--- config.mk ---
export PLATFORM = sky130hd
export DESIGN_NAME = fir_mac_sched
export DESIGN_NICKNAME = d
export VERILOG_FILES = /design/src/rtl/fir_mac_sched.sv
export SDC_FILE = /design/constraint.sdc
export NUM_CORES = 1
export LEC_CHECK = 0
export CORE_MARGIN = 4
export CORE_UTILIZATION = 55
export CTS_CLUSTER_SIZE = 20
export DETAILED_ROUTE_END_ITERATION = 6
export GPL_TIMING_DRIVEN = 1
export PLACE_DENSITY = 0.79
export SYNTH_ARGS = -nofsm -noshare
export SYNTH_HDL_FRONTEND = slang
export SYNTH_SLANG_ARGS = --single-unit
--- constraint.sdc ---
create_clock -name clk -period 3.8 [get_ports clk]
set_input_delay 0.38 -clock clk [delete_from_list [all_inputs] [get_ports clk]]
set_output_delay 0.38 -clock clk [all_outputs]
set_load 0.01 [all_outputs]
--- src/rtl/fir_mac_sched.sv ---
// Shared-MAC scheduler: round-robin sample intake, NTAPS-cycle MAC sequencing, flush, valid/ready result.
// Optional symmetric-coefficient folding is enabled by defining SYM_FOLD_EN.
module fir_mac_sched #(
   parameter int NCH     = 4,
   parameter int NTAPS   = 35,
   parameter int AW      = 6,
   parameter int MAC_LAT = 2,
   localparam int CHW    = $clog2(NCH)
) (
   input  logic                clk,
   input  logic                rst,
   input  logic [NCH-1:0]      in_valid,
   output logic [NCH-1:0]      in_ready,
   output logic                samp_we,
   output logic [CHW+AW-1:0]   samp_waddr,
   output logic [CHW+AW-1:0]   tap_addr,
`ifdef SYM_FOLD_EN
   output logic [CHW+AW-1:0]   tap_addr_b,
   output logic                mac_mid,
`endif
   output logic [AW-1:0]       coeff_addr,
   output logic                mac_clr,
   output logic                mac_en,
   output logic                mac_last,
   output logic                out_valid,
   output logic [CHW-1:0]      out_ch,
   input  logic                out_ready,
   output logic                busy
);

   // state  | meaning
   // S_IDLE | waiting for any channel request; grants combinationally
   // S_RUN  | issuing one MAC operand pair per cycle, k = tap index
   // S_WAIT | MAC pipeline flush, MAC_LAT cycles
   // S_OUT  | result presented, held until out_ready
   typedef enum logic [1:0] {S_IDLE, S_RUN, S_WAIT, S_OUT} state_t;

`ifdef SYM_FOLD_EN
   localparam int NRUN = (NTAPS + 1) / 2;
`else
   localparam int NRUN = NTAPS;
`endif
   localparam logic [AW-1:0] K_LAST = AW'(NRUN - 1);
   localparam logic [2:0]    W_LAST = 3'(MAC_LAT - 1);

   state_t             state_q, state_d;
   logic [CHW-1:0]     g_q, g_d;
   logic [CHW-1:0]     rr_q, rr_d;
   logic [AW-1:0]      k_q, k_d;
   logic [2:0]         w_q, w_d;
   logic [AW-1:0]      wr_ptr_q [NCH];
   logic [AW-1:0]      wr_ptr_d [NCH];

   logic [CHW+AW-1:0]  tap_addr_q, tap_addr_d;
   logic [AW-1:0]      coeff_addr_q, coeff_addr_d;
   logic               mac_clr_q, mac_clr_d;
   logic               mac_en_q, mac_en_d;
   logic               mac_last_q, mac_last_d;
   logic               out_valid_q, out_valid_d;
   logic [CHW-1:0]     out_ch_q, out_ch_d;
   logic               busy_q, busy_d;
`ifdef SYM_FOLD_EN
   localparam bit            HAS_MID = (NTAPS % 2) == 1;
   localparam logic [AW-1:0] K_MID   = AW'((NTAPS - 1) / 2);
   localparam logic [AW-1:0] K_TOP   = AW'(NTAPS - 1);
   logic [CHW+AW-1:0]  tap_addr_b_q, tap_addr_b_d;
   logic               mac_mid_q, mac_mid_d;
`endif

   logic               gnt_found;
   logic [CHW-1:0]     gnt_idx;
   logic [CHW-1:0]     cand;
   logic               accept;
   logic               run_d;

   // First requester at or above rr_q, wrapping within the channel index width.
   always_comb begin
      gnt_found = 1'b0;
      gnt_idx   = '0;
      cand      = '0;
      for (int i = 0; i < NCH; i++) begin
         cand = rr_q + CHW'(i);
         if (!gnt_found && in_valid[cand]) begin
            gnt_found = 1'b1;
            gnt_idx   = cand;
         end
      end
   end

   assign accept     = (state_q == S_IDLE) && gnt_found && !rst;
   assign in_ready   = accept ? (NCH'(1) << gnt_idx) : '0;
   assign samp_we    = accept;
   assign samp_waddr = accept ? {gnt_idx, wr_ptr_q[gnt_idx]} : '0;

   always_comb begin
      state_d  = state_q;
      g_d      = g_q;
      rr_d     = rr_q;
      k_d      = k_q;
      w_d      = w_q;
      wr_ptr_d = wr_ptr_q;
      case (state_q)
         S_IDLE: if (accept) begin
            g_d     = gnt_idx;
            rr_d    = gnt_idx + 1'b1;
            k_d     = '0;
            state_d = S_RUN;
         end
         S_RUN: if (k_q == K_LAST) begin
            wr_ptr_d[g_q] = wr_ptr_q[g_q] + 1'b1;
            w_d           = '0;
            state_d       = S_WAIT;
         end else begin
            k_d = k_q + 1'b1;
         end
         S_WAIT: if (w_q == W_LAST) state_d = S_OUT;
                 else               w_d     = w_q + 1'b1;
         S_OUT:  if (out_ready) state_d = S_IDLE;
         default: state_d = S_IDLE;
      endcase

      // Outputs are registered from the next state so they line up with it.
      // wr_ptr_q is still the pre-increment pointer for every RUN cycle.
      run_d        = (state_d == S_RUN);
      mac_en_d     = run_d;
      mac_clr_d    = run_d && (k_d == '0);
      mac_last_d   = run_d && (k_d == K_LAST);
      coeff_addr_d = run_d ? k_d : '0;
      tap_addr_d   = run_d ? {g_d, wr_ptr_q[g_d] - k_d} : '0;
`ifdef SYM_FOLD_EN
      tap_addr_b_d = run_d ? {g_d, wr_ptr_q[g_d] - (K_TOP - k_d)} : '0;
      mac_mid_d    = run_d && HAS_MID && (k_d == K_MID);
`endif
      out_valid_d  = (state_d == S_OUT);
      out_ch_d     = (state_d == S_OUT) ? g_d : '0;
      busy_d       = (state_d != S_IDLE);
   end

   always_ff @(posedge clk or posedge rst) begin
      if (rst) begin
         state_q      <= S_IDLE;
         g_q          <= '0;
         rr_q         <= '0;
         k_q          <= '0;
         w_q          <= '0;
         for (int i = 0; i < NCH; i++) wr_ptr_q[i] <= '0;
         tap_addr_q   <= '0;
         coeff_addr_q <= '0;
         mac_clr_q    <= 1'b0;
         mac_en_q     <= 1'b0;
         mac_last_q   <= 1'b0;
         out_valid_q  <= 1'b0;
         out_ch_q     <= '0;
         busy_q       <= 1'b0;
`ifdef SYM_FOLD_EN
         tap_addr_b_q <= '0;
         mac_mid_q    <= 1'b0;
`endif
      end else begin
         state_q      <= state_d;
         g_q          <= g_d;
         rr_q         <= rr_d;
         k_q          <= k_d;
         w_q          <= w_d;
         wr_ptr_q     <= wr_ptr_d;
         tap_addr_q   <= tap_addr_d;
         coeff_addr_q <= coeff_addr_d;
         mac_clr_q    <= mac_clr_d;
         mac_en_q     <= mac_en_d;
         mac_last_q   <= mac_last_d;
         out_valid_q  <= out_valid_d;
         out_ch_q     <= out_ch_d;
         busy_q       <= busy_d;
`ifdef SYM_FOLD_EN
         tap_addr_b_q <= tap_addr_b_d;
         mac_mid_q    <= mac_mid_d;
`endif
      end
   end

   assign tap_addr   = tap_addr_q;
   assign coeff_addr = coeff_addr_q;
   assign mac_clr    = mac_clr_q;
   assign mac_en     = mac_en_q;
   assign mac_last   = mac_last_q;
   assign out_valid  = out_valid_q;
   assign out_ch     = out_ch_q;
   assign busy       = busy_q;
`ifdef SYM_FOLD_EN
   assign tap_addr_b = tap_addr_b_q;
   assign mac_mid    = mac_mid_q;
`endif

   a_in_ready_onehot: assert property (@(posedge clk) disable iff (rst) $onehot0(in_ready));

endmodule

Word-level counts from Yosys, hierarchy flattened
Cells that the tools add are included.
W data, S select, Z words.
{"block": "totals", "regBits": 60, "inputBits": 7, "output_inout_bits": 34, "word_cells": 112}
{"block": "op_classes", "add_sub_neg": 8, "order_cmp": 8, "n_eq_ne": 10, "shift": 1, "n_mux": 46, "bitwise_logic": 3, "n_reduce_logical": 19}
{"op": "$mux W6", "count": 10}
{"op": "$bmux W6 S2", "count": 3}
{"op": "$bwmux W24", "count": 1}
{"op": "$mux W2", "count": 11}
{"op": "$mux W8", "count": 2}
{"op": "$add A6 B1 Y6 const B", "count": 2}
{"op": "$demux W6 S2", "count": 1}
{"op": "$eq A6 B6 Y1 const B", "count": 2}
{"op": "$lt A2 B3 Y1 const B", "count": 4}
{"op": "$pmux W6 S2", "count": 1}
{"op": "$ge A3 B3 Y1 const B", "count": 3}
{"op": "$not A2 Y3", "count": 3}
{"op": "$bmux W1 S2", "count": 4}
{"op": "$logic_and A1 B1 Y1", "count": 8}
{"op": "$mux W1", "count": 8}
{"op": "$pmux W2 S4", "count": 1}
{"op": "$eq A2 B2 Y1 const B", "count": 3}
{"op": "$logic_not A6 Y1", "count": 1}
{"op": "$mux W3", "count": 2}
{"op": "$pmux W3 S2", "count": 1}
{"op": "$sub A6 B6 Y6", "count": 1}
{"op": "$add A2 B1 Y2 const B", "count": 2}
{"op": "$add A2 B2 Y2 const B", "count": 2}
{"op": "$eq A2 B1 Y1 const B", "count": 2}
{"op": "other kinds (11)", "count": 17}

Depth between registers and ports, before layout
Gate-level depths: netlist of the first run.
{"block": "depth", "ltp_word": 22, "ltp_mapped": 16, "ltp_nobuf": 15}

Worst setup path after synthesis of the first run
OpenSTA, ideal clock, no wires.
{"block": "synth_path", "kind": "reg2reg", "start": "register state_q[1]", "end": "register tap_addr_q[5] (netlist: tap_addr[5])", "arrival_ns": 3.269, "required_ns": 3.721, "setup_slack_ns": 0.452, "path_stages_with_launch": 17, "path_buffers": 2, "cell_sequence": "dfrtp_1 -> inv_1 -> ha_1 -> and2b_1 -> nand2_1 -> buf_2 -> o31ai_4 -> clkbuf_1 -> nor2_1 -> a21oi_1 -> ha_1 -> o21a_1 -> o31a_1 -> o21ai_0 -> a21oi_1 -> or3_1 -> mux2i_1"}
{"block": "synth_between", "elab_chain_len": 11, "elab_cells_between_ends": 22}
{"element": "from (decl)", "line_no": "46", "text": "state_t state_q, state_d;"}
{"element": "from (signal assigned)", "line_no": "160", "text": "state_q <= state_d;"}
{"element": "$logic_not A2 Y1 (*)", "line_no": "90, 102"}
{"element": "$logic_and A1 B1 Y1 (2 in series)", "line_no": "90", "text": "assign accept = (state_q == S_IDLE) && gnt_found && !rst;"}
{"element": "$mux W2", "line_no": "103", "text": "S_IDLE: if (accept) begin"}
{"element": "$mux W2 (*)", "line_no": "102", "text": "case (state_q)"}
{"element": "net g_d[1]", "line_no": "47", "text": "logic [CHW-1:0] g_q, g_d;"}
{"element": "$not A2 Y3 (not written as such) (*)", "line_no": "129", "text": "tap_addr_d = run_d ? {g_d, wr_ptr_q[g_d] - k_d} : '0;"}
{"element": "$bmux W6 S2 (*)", "line_no": "129"}
{"element": "$mux W6 (not written as such) (*) (2 in series)", "line_no": "129"}
{"element": "$sub A6 B6 Y6 (*)", "line_no": "129"}
{"element": "$mux W8 (*)", "line_no": "129"}
{"element": "net tap_addr_d[5]", "line_no": "54", "text": "logic [CHW+AW-1:0] tap_addr_q, tap_addr_d;"}
{"element": "to (signal assigned)", "line_no": "166", "text": "tap_addr_q <= tap_addr_d;"}
{"element": "to (decl)", "line_no": "54"}
The timed path passes the listed nets; every way through them passes the cells marked *. The select of a mux whose other input is x is not followed.
A chain may end at the register's enable or synchronous reset.

Worst setup path in the final report of the first run
{"block": "layout_path", "start": "input in_valid[2]", "end": "output samp_waddr[0]"}
{"block": "layout_between", "elab_chain_len": 17, "elab_cells_between_ends": 29}
{"element": "from (decl)", "line_no": "12", "text": "input logic [NCH-1:0] in_valid,"}
{"element": "$bmux W1 S2", "line_no": "83", "text": "if (!gnt_found && in_valid[cand]) begin"}
{"element": "$mux W1 (not written as such)", "line_no": "83"}
{"element": "$mux W1", "line_no": "83"}
{"element": "$logic_not A1 Y1", "line_no": "83"}
{"element": "$logic_and A1 B1 Y1", "line_no": "83"}
{"element": "$mux W1", "line_no": "83"}
{"element": "$logic_not A1 Y1", "line_no": "83"}
{"element": "$logic_and A1 B1 Y1", "line_no": "83"}
{"element": "$mux W1", "line_no": "83"}
{"element": "$logic_not A1 Y1", "line_no": "83"}
{"element": "$logic_and A1 B1 Y1", "line_no": "83"}
{"element": "$mux W2", "line_no": "83"}
{"element": "$not A2 Y3 (not written as such)", "line_no": "93", "text": "assign samp_waddr = accept ? {gnt_idx, wr_ptr_q[gnt_idx]} : '0;"}
{"element": "$bmux W6 S2", "line_no": "93"}
{"element": "$mux W6 (not written as such) (2 in series)", "line_no": "93"}
{"element": "$mux W8 (*)", "line_no": "93"}
{"element": "to (decl)", "line_no": "15", "text": "output logic [CHW+AW-1:0] samp_waddr,"}
Mark *: on every way between the ends. The rest lies on a longest branch, timed or not. The select of a mux whose other input is x is not followed.

==> out/metrics.cfg, run 1 <==
[clocking]
post_cts_buffers = 0
path_clk_slew_ps = 60
clkLatencyLatePin_ps = 350
cts-resized-gates = 0
clock_sinks = 60
clockRootBuffer = clkbuf_8
tritoncts = done
clockBufferDepth = 2
holdBufCountCts = 0
cts_buffers = 9
htree_levels = 3

[power_and_ir_drop]
seqPwrFrac = 0.301
peakVddDrop_v = 0.000411
pwr-share-clk = 0.166
p_total_mw = 3.34
p_switching_mw = 1.37
leakagePower_nw = 1.92
p_per_area_nw_per_um2 = 801
power.internal_mw = 1.97
combPwrFrac = 0.534
p_sw_frac = 0.410

[setup_path]
path_max_fanout = 14
worst_ep_required_time_ps = 3420
worst_path_max_delay_cell = clkdlybuf4s50_1
cp_cell_sequence = clkdlybuf4s50_1 -> nor2b_1 -> a311oi_1 -> nor2_1 -> buf_4 -> inv_2 -> nand2_1 -> a311oi_1 -> clkdlybuf4s50_1
arrival_ps = 3140
end_kind = primary output
reg2reg_depth = 14
max_stage_delay_ps = 610
worst-setup-path-type = in -> out
start_kind = input port

[sta]
fin_crit_ps = 3520
setup_viol = 0
fin_skew_ps = 4.22
setup_ws_ps = 277
slew_headroom = 0.434
finalHoldViolCount = 0
final_max_slew_viol_count = 0
fin_setup_tns_ps = 0
fmax_ghz = 0.284
tightest_slew_ps = 849
timing.hold.ws_ps = 531
rsz0062_at_grt = false
min_period_over_period = 0.927

[yosys]
synth_commonest_cells = 60 x dfrtp_1, 40 x nor2_1, 30 x nand2_1, 21 x inv_1, 20 x mux2_2
synth_edf_count = 0
synth_cell_types = 52
synth_xor_area_frac = 0.0177
synth_most_common_cell = dfrtp_1
synth_nets = 359
synthSimpleGateAreaFrac = 0.166
ys_seq_elements = 60
synth_top_family_by_area = simple AND/OR/NAND/NOR gates
synth_compound_area_frac = 0.126
yosysWarnings = 0
synthArstFlopShare = 1.00
synthMuxAreaShare = 0.146
synthesis.area_um2 = 3460
ys_seq_area_frac = 0.434
ys.flop_type = dfrtp_1
synth_area_per_cell_um2 = 10.4
yosysTopAreaCell = dfrtp_1
post-synth-top-area-fraction = 0.434
synth_cells = 333
synth_fa_ha_area_frac = 0.0709
synth_area_leaders = dfrtp_1 43%, ha_1 6.5%, mux2_2 6.5%, nor2_1 4.3%, mux4_2 3.9%

[finish]
fill_cells = 465
finalNetCount = 411
post_route_cells_drive_above_1_share = 0.181
ff_latch_area_um2 = 1500
stdcell_area_um2 = 4170
syn_to_final_growth_pct = 20.5
antennaDiodeCount = 0
multi_input_area_um2 = 1830
final_cells = 462
fin_util = 0.692

[floorplan]
dieHeight_um = 87.3
fp.dieW_um = 87.3
num_rows = 28
initial_core_util = 0.574
dieArea_um2 = 7620
coreArea_um2 = 6030
ioPinCount = 41

[detailed_routing]
met3_length_um = 610
wirelength_met1_mm = 3.39
first_pass_iters = 4
detail_route.wl_per_cell_um = 17.4
ant_nets = 0
via_count = 2717
vias_per_cell = 5.88
first_iter_violations = 141
drt_wl_total_mm = 8.04
route.detailed.drc = 0
wl_met2_mm = 3.85
highest_layer = met4

[status]
run_status = finished, final reports clean

[hold_path]
min_path_cells = 2
hp-class = reg -> reg

[placed_design]
placed_area_um2 = 3990
dp_cells = 449
dp_slack_ps = 68.2
finalWeightedCongestion = 0.879
io_buffers = 40
place_hpwl_mm = 5.67

[global_route]
grt_pass1_vias = 2716
grt_usage = 0.233
antenna_found_initial = 0
grt-ovfl-total = 0
grt_start_max_net_pins = 41
grt_pass1_wl_mm = 13.5

[run]
maxCapViolations = 0

## per-layer routing
layer,GRT usage,vias up
met4,0.109,0
met1,0.302,1318
li1,-,1278
met3,0.0643,19
met2,0.362,102
met5,0,-
## cell usage in the layout (no fill, tap or decap), drive strengths merged, types with 3 or more instances in the layout
master	n
a211oi	4
nor2	40
inv	25
nor2b	3
mux2i	13
a311oi	6
a31oi	3
o21ai	13
ha	18
and2	4
a21oi	17
xor2	4
nand3	7
nand2	30
and3	10
dfrtp	60
clkbuf	10
nor4	3
nand2b	6
clkdlybuf4s50	40
buf	10
mux2	21
xnor2	3
mux4	6
## sequential cells by signal, summed over array words and instances, names as in the netlist
name / count
wr_ptr_q: 24
tap_addr: 8
coeff_addr: 6
k_q: 6
w_q: 3
g_q: 2
out_ch: 2
rr_q: 2
state_q: 2
busy: 1
mac_clr: 1
mac_en: 1
mac_last: 1
out_valid: 1
## logic make-up (layout without fill, tap and decap cells)
| kind of cell | after synthesis | in the layout |
|---|---|---|
| flip-flops | 60 | 60 |
| buffers and inverters | 34 | 88 |
| multiplexers | 40 | 40 |
| XOR/XNOR | 7 | 7 |
| AND/OR/NAND/NOR | 112 | 112 |
| AO/OA/AOI/OAI | 61 | 61 |
| adder cells (fa/ha/maj) | 19 | 19 |
## final timing paths
kind | from | to | slack, ps
worst max-delay path | in_valid[2] | samp_waddr[0] | 280
worst min-delay path | w_q[1]$_DFFE_PP0P_ | w_q[1]$_DFFE_PP0P_ | 530
worst max register to register | state_q[1]$_DFF_PP0_ | tap_addr[5]$_DFF_PP0_ | 350
max in group asynchronous | rst | wr_ptr_q[12]$_DFFE_PP0P_ | 2400
min in group asynchronous | rst | out_valid$_DFF_PP0_ | 560
worst min register to register | w_q[1]$_DFFE_PP0P_ | w_q[1]$_DFFE_PP0P_ | 530
## power by group through the flow
stage          sequential, mW  clock, mW  combinational (mW)
2_1_floorplan           0.975          0                1.22
3_3_place_gp             1.00          0                1.73
3_5_place_dp             1.01          0                1.78
4_1_cts                 0.999      0.563                1.79
5_1_grt                  1.03      0.589                1.99
6_report                 1.00      0.553                1.78
## cell type report
class,instances,area share
multi-input cells,239,0.438
well taps,75,0.0225
flip-flops and latches,60,0.360
clock buffers,10,0.0330
inverters,25,0.0225
repair buffers,50,0.114
clock inverters,3,0.00960
## critical path, delay by kind of cell
kind	cells	cell delay [ps]
buffers and inverters	4	1520
AOI/OAI and AO/OA	2	790
and+or+nand+nor	3	440
No activity file was read; power rests on OpenSTA's default activity.
==> inputs of run 2 (changes only) <==
--- a/config.mk
+++ b/config.mk
@@ -6,11 +6,11 @@
 export NUM_CORES = 1
 export LEC_CHECK = 0
 export CORE_MARGIN = 4
-export CORE_UTILIZATION = 55
+export CORE_UTILIZATION = 42
 export CTS_CLUSTER_SIZE = 20
 export DETAILED_ROUTE_END_ITERATION = 6
 export GPL_TIMING_DRIVEN = 1
-export PLACE_DENSITY = 0.79
+export PLACE_DENSITY = 0.63
 export SYNTH_ARGS = -nofsm -noshare
 export SYNTH_HDL_FRONTEND = slang
 export SYNTH_SLANG_ARGS = --single-unit
==> run 2 against run 1 <==
Count of clock-buffer cells in the layout grew 1. Maximum frequency shrank 2.9%. Power grew 4.1%. Critical path depth shrank 1. Die area grew 28%. Routed wire length grew 2.1%. Largest power group unchanged. Critical path type unchanged. Utilization shrank 15 points. Combinational power grew 4%.
==> out/metrics.cfg, run 2 (same netlist as run 1, synthesis figures left out) <==
[status]
run_status = finished, final reports clean

[placed_design]
place_hpwl_mm = 6.03
dp_cells = 478
dp_slack_ps = 65.0
io_buffers = 40
placed_area_um2 = 4040
finalWeightedCongestion = 0.873

[setup_path]
reg2reg_slack_ps = 350
path_max_fanout = 11
worst_ep_required_time_ps = 3420
end_kind = primary output
start_kind = input port
cp_cell_sequence = clkdlybuf4s50_1 -> nor2b_1 -> a311oi_2 -> nor2_1 -> mux2_2 -> nor2_1 -> a311oi_1 -> clkdlybuf4s50_1
worst_path_max_delay_cell = nor2_1
max_stage_delay_ps = 710
worst-setup-path-type = in -> out
arrival_ps = 3250

[clocking]
path_clk_slew_ps = 70
cts_buffers = 9
post_cts_buffers = 0
tritoncts = done
clockBufferDepth = 2
clkLatencyLatePin_ps = 340
clockRootBuffer = clkbuf_8
clock_sinks = 60
htree_levels = 3

[detailed_routing]
detail_route.wl_per_cell_um = 16.6
first_pass_iters = 4
first_iter_violations = 122
route.detailed.drc = 0
via_count = 2672
drt_wl_total_mm = 8.20
ant_nets = 0
vias_per_cell = 5.42

[global_route]
grt_start_max_net_pins = 33
grt_pass1_vias = 2664
antenna_found_initial = 0
grt-ovfl-total = 0
grt_usage = 0.177
grt_pass1_wl_mm = 13.7

[power_and_ir_drop]
seqPwrFrac = 0.280
combPwrFrac = 0.532
power.internal_mw = 2.09
p_switching_mw = 1.39
p_sw_frac = 0.400
p_per_area_nw_per_um2 = 813
leakagePower_nw = 1.95
peakVddDrop_v = 0.000326
pwr-share-clk = 0.188

[finish]
fin_util = 0.545
antennaDiodeCount = 0
fill_cells = 723
final_cell_mix = 60 x dfrtp_1, 40 x nor2_1, 40 x clkdlybuf4s50_1
stdcell_area_um2 = 4280
regMostFlops = wr_ptr_q
final_common_cell = dfrtp_1
post_route_cells_drive_above_1_share = 0.194
finalNetCount = 413
largest_reg_flops = 24
syn_to_final_growth_pct = 23.7
final_cells = 493

[floorplan]
num_rows = 32
fp.dieW_um = 98.7
coreArea_um2 = 7850
initial_core_util = 0.441
dieHeight_um = 98.7
dieArea_um2 = 9750
ioPinCount = 41

[sta]
slew_headroom = 0.412
tightest_slew_ps = 879
setup_ws_ps = 172
fin_skew_ps = 9.25
fmax_ghz = 0.276
final_max_slew_viol_count = 0
setup_viol = 0
finalHoldViolCount = 0
fin_crit_ps = 3630
min_period_over_period = 0.955
timing.hold.ws_ps = 497

[run]
maxCapViolations = 0

[hold_path]
hp-class = in -> async

==> run 2: per-stage QoR <==
step | TNS (ps) | total power, mW
final | 0 | 3.48
after global routing | -32.8 | 3.76
after CTS | 0 | 3.50
after detailed placement | 0 | 2.82
after global placement | 0 | 2.81
after floorplan | 0 | 2.19
==> run 2: worst paths after layout <==
kind,cells after the start,to,start
setup / recovery,8,samp_waddr[4],in_valid[2]
hold / removal,2,busy$_DFF_PP0_,rst
setup reg to reg,14,tap_addr[5]$_DFF_PP0_,state_q[1]$_DFF_PP0_
hold reg to reg,2,w_q[1]$_DFFE_PP0P_,w_q[1]$_DFFE_PP0P_
max in group asynchronous,3,tap_addr[2]$_DFF_PP0_,rst
min in group clk,2,w_q[1]$_DFFE_PP0P_,w_q[1]$_DFFE_PP0P_
==> run 2: what timing repair did <==
action,4_1_cts,5_1_grt
hold buffers,0,0
endpoints found under the setup margin,0,6
gates resized for setup,0,4
==> run 2: critical path, delay by kind of cell <==
family                 cells  cell delay (ps)
AOI/OAI and AO/OA          2              410
buffers and inverters      2             1190
muxes                      1              290
and+or+nand+nor            3              970
==> run 2: power by group through the flow <==
stage	sequential [mW]	clock (mW)	combinational, mW
after detailed placement	0.987	0	1.84
after floorplan	0.975	0	1.22
after global routing	0.998	0.700	2.06
after global placement	0.985	0	1.83
after CTS	0.973	0.672	1.85
final	0.975	0.653	1.85
==> run 2: final cells by class <==
type	instances	area (um2)	area share
Inverter	25	93.8	0.0219
Tap cell	102	128	0.0298
Multi-Input combinational cell	239	1840	0.429
Sequential cell	60	1500	0.351
Clock inverter	4	72.6	0.0170
Clock buffer	11	151	0.0354
Timing Repair Buffer	52	494	0.116
==> run 2: metal layers <==
layer | global-route usage | up-vias | routed length [um]
li1 | - | 1282 | -
met1 | 0.234 | 1305 | 3540
met2 | 0.289 | 77 | 4100
met3 | 0.0474 | 8 | 469
met4 | 0.0441 | 0 | 87
met5 | 0 | - | 0
==> inputs of run 3 (changes only) <==
--- a/config.mk
+++ b/config.mk
@@ -10,6 +10,7 @@
 export CTS_CLUSTER_SIZE = 20
 export DETAILED_ROUTE_END_ITERATION = 6
 export GPL_TIMING_DRIVEN = 1
+export MAX_ROUTING_LAYER = met4
 export PLACE_DENSITY = 0.63
 export SYNTH_ARGS = -nofsm -noshare
 export SYNTH_HDL_FRONTEND = slang
==> run 3 against run 2 <==
Critical path depth unchanged. Combinational power about the same. Die area unchanged. Clock power about the same. Hold slack improved by 2.3 ps. Routed wire length increased by 0.30%. Maximum frequency increased by 0.17%. Via count decreased by 0.19%. Non-clock buffer count unchanged. Sequential power about the same. Count of clock-buffer cells in the layout unchanged. Critical path type unchanged.
==> out/metrics.cfg, run 3 (same netlist as run 1, synthesis figures left out) <==
[power_and_ir_drop]
leakagePower_nw = 1.95
p_per_area_nw_per_um2 = 813
p_total_mw = 3.48
peakVddDrop_v = 0.000328

[detailed_routing]
wl_met2_mm = 4.14
first_pass_iters = 4
highest_layer = met4
ant_nets = 0
wirelength_met1_mm = 3.66
via_count = 2667
met3_length_um = 352
drt_wl_total_mm = 8.23
detail_route.wl_per_cell_um = 16.7
first_iter_violations = 121
vias_per_cell = 5.41
route.detailed.drc = 0

[setup_path]
arrival_ps = 3240
path_max_fanout = 11
reg2reg_slack_ps = 340
crit_buf_inv = 3
end_kind = primary output
worst_path_max_delay_cell = nor2_1
r2r_end = tap_addr[5]$_DFF_PP0_
reg2reg_from = state_q[1]$_DFF_PP0_
start_kind = input port
reg2reg_depth = 14
cp_cell_sequence = clkdlybuf4s50_1 -> nor2b_1 -> a311oi_2 -> nor2_1 -> buf_4 -> mux2i_1 -> a211oi_1 -> clkdlybuf4s50_1
cp_common_cell = clkdlybuf4s50_1
worst-setup-path-type = in -> out
cpLargestDelayFamily = buffers and inverters
worst_ep_required_time_ps = 3420
max_stage_delay_ps = 710

[finish]
stdcell_area_um2 = 4280
antennaDiodeCount = 0
post_route_cells_drive_above_1_share = 0.194
largest_reg_flops = 24
regMostFlops = wr_ptr_q
fin_util = 0.545
ff_latch_area_um2 = 1500
final_common_cell = dfrtp_1
final_cell_mix = 60 x dfrtp_1, 40 x nor2_1, 40 x clkdlybuf4s50_1
multi_input_area_um2 = 1840
fill_cells = 723
finalNetCount = 413
syn_to_final_growth_pct = 23.7

[clocking]
holdBufCountCts = 0
clockRootBuffer = clkbuf_8
clkLatencyLatePin_ps = 340
cts_buffers = 9
clockBufferDepth = 2
post_cts_buffers = 0
path_clk_slew_ps = 70
clock_sinks = 60
tritoncts = done
htree_levels = 3

[status]
run_status = finished, final reports clean

[sta]
final_max_slew_viol_count = 0
fin_crit_ps = 3620
min_period_over_period = 0.953
tightest_slew_ps = 877
slew_headroom = 0.413
fin_skew_ps = 7.66
finalHoldViolCount = 0
setup_viol = 0
fmax_ghz = 0.276
fin_setup_tns_ps = 0

[floorplan]
ioPinCount = 41
fp.dieW_um = 98.7
coreArea_um2 = 7850
num_rows = 32
dieHeight_um = 98.7
initial_core_util = 0.441
dieArea_um2 = 9750

[global_route]
grt_pass1_vias = 2662
grt_usage = 0.182
grt_pass1_wl_mm = 13.7
antenna_found_initial = 0
grt_start_max_net_pins = 33
grt-ovfl-total = 0

[placed_design]
io_buffers = 40
finalWeightedCongestion = 0.888
placed_area_um2 = 4040
place_hpwl_mm = 6.03

[hold_path]
hp-class = in -> async

[run]
maxCapViolations = 0

==> run 3: cell counts in the layout (fill, tap and decap cells not counted) <==
No cell type changed its count.
==> run 3: area by class of cell <==
class	count	area share
clock buffers	11	0.0354
inverters	25	0.0219
multi-input cells	239	0.429
repair buffers	52	0.116
flip-flops and latches	60	0.351
clock inverters	4	0.0170
well taps	102	0.0298
==> run 3: worst max path at each step <==
stage / from / depth (start not counted) / slack [ps] / to
floorplan: state_q[1]$_DFF_PP0_ / 16 / 450 / tap_addr[5]$_DFF_PP0_
global placement: in_valid[2] / 15 / 100 / tap_addr[5]$_DFF_PP0_
detailed placement: in_valid[2] / 13 / 70 / tap_addr[5]$_DFF_PP0_
CTS: in_valid[2] / 9 / 120 / samp_waddr[4]
global route: in_valid[2] / 15 / -20 / tap_addr[5]$_DFF_PP0_
finish: in_valid[2] / 8 / 180 / samp_waddr[5]
==> run 3: what timing repair did <==
| action | 4_1_cts | 5_1_grt |
|---|---|---|
| hold endpoints to repair | 0 | 0 |
| gates resized for setup | 0 | 4 |
| setup endpoints to repair | 0 | 6 |
==> run 3: power breakdown <==
group | total, mW | switching, mW | internal [mW]
sequential | 0.975 | 0.157 | 0.818
clock | 0.652 | 0.252 | 0.400
combinational | 1.85 | 0.984 | 0.868
total | 3.48 | 1.39 | 2.09
==> run 3: stage by stage <==
step	hold slack, ps	setup WS [ps]	instances
global route	549	-22.4	493
floorplan	473	452	333
detailed placement	508	65.0	478
global placement	489	97.6	478
CTS	509	122	493
finish	499	178	493
==> run 3: routing by layer <==
layer | vias to the layer above | global-route usage
met1 | 1310 | 0.234
met3 | 10 | 0.0432
met4 | 0 | 0.0473
met2 | 65 | 0.289
met5 | - | -
li1 | 1282 | -
